**src/rtl/uart_rx.sv**
```systemverilog
// uart_rx: oversampling UART receiver (start / DATA_BITS / stop, LSB first, idle-high).
// The line is double-flopped into the clk domain. A start bit is qualified at its centre,
// and each data bit and the stop bit are sampled one full bit period apart.
module uart_rx #(
    parameter int OVERSAMPLE = 16,
    parameter int DATA_BITS  = 8
) (
    input  logic                 clk,
    input  logic                 rst,
    input  logic                 clk_en,
    input  logic                 rx,
    output logic [DATA_BITS-1:0] rx_data,
    output logic                 rx_valid,
    output logic                 frame_err,
    output logic                 busy
);

    localparam int TW = (OVERSAMPLE > 2) ? $clog2(OVERSAMPLE) : 1;
    localparam int BW = (DATA_BITS > 2) ? $clog2(DATA_BITS) : 1;
    localparam logic [TW-1:0] T_HALF = TW'(OVERSAMPLE / 2 - 1);
    localparam logic [TW-1:0] T_LAST = TW'(OVERSAMPLE - 1);
    localparam logic [BW-1:0] B_LAST = BW'(DATA_BITS - 1);

    typedef enum logic [2:0] {
        S_IDLE,
        S_START,
        S_DATA,
        S_STOP,
        S_BREAK
    } state_t;

    logic [1:0]           sync_q;
    logic                 rx_s;
    state_t               state_q, state_d;
    logic [TW-1:0]        tcnt_q, tcnt_d;
    logic [BW-1:0]        bcnt_q, bcnt_d;
    logic [DATA_BITS-1:0] shift_q, shift_d;
    logic [DATA_BITS-1:0] data_q, data_d;
    logic                 valid_q, valid_d;
    logic                 ferr_q, ferr_d;

    assign rx_s = sync_q[1];

    // Two-flop synchroniser for the asynchronous serial line; resets to the idle level.
    always_ff @(posedge clk or posedge rst) begin
        if (rst) begin
            sync_q <= 2'b11;
        end else begin
            sync_q <= {sync_q[0], rx};
        end
    end

    // State, counters, shift register and output registers.
    always_ff @(posedge clk or posedge rst) begin
        if (rst) begin
            state_q <= S_IDLE;
            tcnt_q  <= '0;
            bcnt_q  <= '0;
            shift_q <= '0;
            data_q  <= '0;
            valid_q <= 1'b0;
            ferr_q  <= 1'b0;
        end else begin
            state_q <= state_d;
            tcnt_q  <= tcnt_d;
            bcnt_q  <= bcnt_d;
            shift_q <= shift_d;
            data_q  <= data_d;
            valid_q <= valid_d;
            ferr_q  <= ferr_d;
        end
    end

    // Next-state logic: only oversample ticks advance anything; strobes self-clear every clk.
    always_comb begin
        state_d = state_q;
        tcnt_d  = tcnt_q;
        bcnt_d  = bcnt_q;
        shift_d = shift_q;
        data_d  = data_q;
        valid_d = 1'b0;
        ferr_d  = 1'b0;
        if (clk_en) begin
            case (state_q)
                S_IDLE: begin
                    if (!rx_s) begin
                        state_d = S_START;
                        tcnt_d  = '0;
                    end
                end
                S_START: begin
                    if (tcnt_q == T_HALF) begin
                        if (rx_s) begin
                            // Line went back high before the start-bit centre: a glitch.
                            state_d = S_IDLE;
                        end else begin
                            state_d = S_DATA;
                            tcnt_d  = '0;
                            bcnt_d  = '0;
                        end
                    end else begin
                        tcnt_d = tcnt_q + TW'(1);
                    end
                end
                S_DATA: begin
                    if (tcnt_q == T_LAST) begin
                        // Shift in from the top so the first bit ends up in the LSB.
                        shift_d = {rx_s, shift_q[DATA_BITS-1:1]};
                        tcnt_d  = '0;
                        if (bcnt_q == B_LAST) begin
                            bcnt_d  = '0;
                            state_d = S_STOP;
                        end else begin
                            bcnt_d = bcnt_q + BW'(1);
                        end
                    end else begin
                        tcnt_d = tcnt_q + TW'(1);
                    end
                end
                S_STOP: begin
                    if (tcnt_q == T_LAST) begin
                        data_d = shift_q;
                        tcnt_d = '0;
                        if (rx_s) begin
                            // Leaving at the stop-bit centre lets a following start edge be seen.
                            valid_d = 1'b1;
                            state_d = S_IDLE;
                        end else begin
                            ferr_d  = 1'b1;
                            state_d = S_BREAK;
                        end
                    end else begin
                        tcnt_d = tcnt_q + TW'(1);
                    end
                end
                S_BREAK: begin
                    // Wait for the line to return high so a held-low line reports only once.
                    if (rx_s) begin
                        state_d = S_IDLE;
                    end
                end
                default: begin
                    state_d = S_IDLE;
                end
            endcase
        end
    end

    assign rx_data   = data_q;
    assign rx_valid  = valid_q;
    assign frame_err = ferr_q;
    assign busy      = (state_q != S_IDLE);

endmodule

```
**config.mk**
```make
export PLATFORM = sky130hd
export DESIGN_NAME = uart_rx
export DESIGN_NICKNAME = d
export VERILOG_FILES = /design/src/rtl/uart_rx.sv
export SDC_FILE = /design/constraint.sdc
export NUM_CORES = 1
export LEC_CHECK = 0
export ABC_AREA = 1
export ABC_CLOCK_PERIOD_IN_PS = 2900
export CAP_MARGIN = 20
export CORE_ASPECT_RATIO = 0.7
export CORE_MARGIN = 3
export CORE_UTILIZATION = 40
export CTS_CLUSTER_SIZE = 28
export DETAILED_ROUTE_END_ITERATION = 16
export HOLD_SLACK_MARGIN = 0.02
export SYNTH_ARGS = -nofsm -noshare
export SYNTH_HDL_FRONTEND = slang
export SYNTH_SLANG_ARGS = --single-unit
export TNS_END_PERCENT = 100
```
**constraint.sdc**
```tcl
create_clock -name clk -period 2.9 [get_ports clk]
set_input_delay 0.58 -clock clk [delete_from_list [all_inputs] [get_ports clk]]
set_output_delay 0.58 -clock clk [all_outputs]
set_load 0.005 [all_outputs]
```
==> impl_results.md <==
* Max_cap viols at 0
* Status: completed
* PortBufs at 14
* GRT Util Overall at around 15%
* CP max FO at 8
* Total gr overflow at 0
* CTS tree: yes
* Yosys warns at 0
* RePlAce Congestion at between 0.8 and 0.9
* Post-route DRC violation count at 0
* Vias in the first global route at about 1200
* Setup Buffers After CTS at 0
* Commonest non-fill, non-tap cell in the layout: nand2_1
* Min Tclk post-route at about 2.1 ns
* Post-CTS sizing at 0
* Final hold slack at ~0.36 ns
* Core area at 0.00360 sq mm
* CP max stage cell: dfrtp_1
* Tcrit/Tclk final at between 70% and 80%
* Avg Vias per Cell at 4.82
* VDD IR-drop max at between 0.0002 and 0.0003 V
* Final number of max-transition violations at 0
* Slew @ Worst Pin at 0.503 ns
* FF+latch count, synth at 30
* Via count at 1185
* Rows at 18
* Clock Sinks at 30
* Post-Synthesis Cell Area at 0.00154 sq mm
* Sequential area share after synthesis at 48.8%
* Post-Synthesis Cells at roughly 180
* Fraction of layout instances using a drive strength above 1 at a little under a quarter
* Hold-fix buffers, CTS at 0
* Commonest cells after routing, fill and taps aside: 45 x nand2_1, 28 x dfrtp_1, 18 x inv_1
* Critical Path AT at approximately 1.5 ns
* Largest net degree at the start of global routing at 18
* Final HPWL DP at ~2300 um
* R2r startpoint: tcnt_q[1]
* Drt first-iter violations at 77
* Element type at the critical path start: flop
* CTS max path bufs at 2
* CP Capture Type: primary output
* Die Y at around 58 um
* CTS Root Cell: clkbuf_8
* CP startpoint: state_q[1]
* Synth unique cells at 21
* Drt wl/cell at roughly 12 um
* Worst min-delay path startpoint: sync_q[0]
* Mapped Avg Cell Area at 8.72 sq um
* Net Count, Synth at between 150 and 200
* Clock Skew at 0.00408 ns
* Leak Pwr at between 0.8 and 0.9 nW
* Clk_lat worst skew at 0.28 ns
* Setup violations, final at 0
* Inserted Clock Buffers at 5
* Hold WC Path Type: reg2reg
* Initial antenna violation count at 0
* Fmax at ~0.48 GHz
* Critical Path RT at between 2 and 2.5 ns
* Post-DP Area at 0.00172 sq mm
* Routed WL at about 3000 um
* RSZ-0062 raised after global routing: no
* DRT Pass-1 Iters at 4
* Die area at 0.00465 sq mm
* CP cell instances: nor2_2, nand2_1, clkdlybuf4s50_1
* Antenna viol nets, final at 0
* Final Hold Vio Count at 0
* Rel. slew slack at 66.5%
* Crit path largest cell delay at about 0.49 ns
* Area Growth Syn to Fin at 17.0%
* Die W at roughly 80 um
* IO Count at 15
* CP Class: reg2out
* Fin area at 0.00181 sq mm
* Nets@finish at approximately 200
* Setup TNS at 0 ns
* H-tree depth at 2
* First-pass GRT wire length at between 5000 and 6000 um
* Reg clk slew, reported paths at about 0.060 ns
* Antenna cells at 0
* Pwr Density at around 730 mW/mm^2
* Initial Util at between 40% and 50%
sequential cells by signal, indices dropped and copies added, names as in the netlist:
signal,count
shift_q,8
rx_data,8
bcnt_q,3
tcnt_q,4
rx_valid,1
frame_err,1
state_q,3
sync_q,2
Yosys cell counts:
cell type,n,area (sq um)
nor2_1,10,37.5
o21ai_0,8,40.0
nand3_1,11,55.1
nor3_1,2,10.0
nand2_2,8,50.1
ha_1,3,37.5
nor2_2,8,50.1
nand3_2,3,30.0
o21ai_2,15,131
nand2_1,45,169
inv_2,2,7.51
inv_1,18,67.6
o21bai_1,3,22.5
a21oi_1,1,5.00
buf_2,1,5.00
buf_6,3,33.8
or2_1,1,6.26
dfrtp_1,28,701
dfstp_2,2,52.6
nand3b_1,1,7.51
nand4_1,4,25.0
routing by layer:
| layer | vias up | routed length, um | global-route usage (%) |
|---|---|---|---|
| met2 | 24 | 1340 | 23.0 |
| met5 | - | 0 | 0 |
| met4 | 0 | 63 | 6.51 |
| met1 | 548 | 1460 | 21.0 |
| met3 | 7 | 141 | 4.81 |
| li1 | 606 | - | - |
final timing paths:
kind / endpoint / slack, ns / cells past startpoint
max: busy / 0.81 / 3
min: sync_q[1] / 0.36 / 0
max reg2reg: rx_data[3] / 1.28 / 6
min reg2reg: sync_q[1] / 0.36 / 0
max in group asynchronous: rx_data[2] / 1.66 / 3
min in group asynchronous: shift_q[4] / 0.63 / 2
where the power goes:
group          internal (mW)  total (mW)  switching, mW  leakage (nW)
Sequential             0.474       0.555         0.0807         0.404
Clock                  0.191       0.340          0.149        0.0482
Combinational          0.153       0.430          0.277         0.395
Total                  0.818        1.32          0.507         0.847
final cells by class:
cell class              instances  area (sq um)
fillers                       349          1800
flip-flops and latches         30           753
multi-input cells             123           677
repair buffers                 15           148
clock buffers                   7          86.3
inverters                      20          75.1
well taps                      50          62.6
clock inverters                 1          5.00
cell families (layout without fill, tap and decap cells):
family	Yosys count	in the layout	synth area share (%)
simple gates	93	93	28.5
compound gates	27	27	12.9
buf+inv	24	43	7.37
fa+ha+maj	3	3	2.43
flops	30	30	48.8
worst max-delay path, delay by kind of cell, from the launching register on:
| kind | cells | cell delay (ns) |
|---|---|---|
| buffers and inverters | 1 | 0.45 |
| DFF | 1 | 0.49 |
| and+or+nand+nor | 2 | 0.29 |
metrics by stage:
stage	utilization (%)	total power, mW	setup WS (ns)	cells
after floorplan	-	0.874	1.57	177
after global placement	47.6	0.976	0.854	238
after detailed placement	47.6	0.992	0.779	238
after CTS	50.1	1.34	0.795	246
after global routing	50.1	1.43	0.708	246
final	50.1	1.32	0.810	246
No activity file was read; power rests on OpenSTA's default activity.
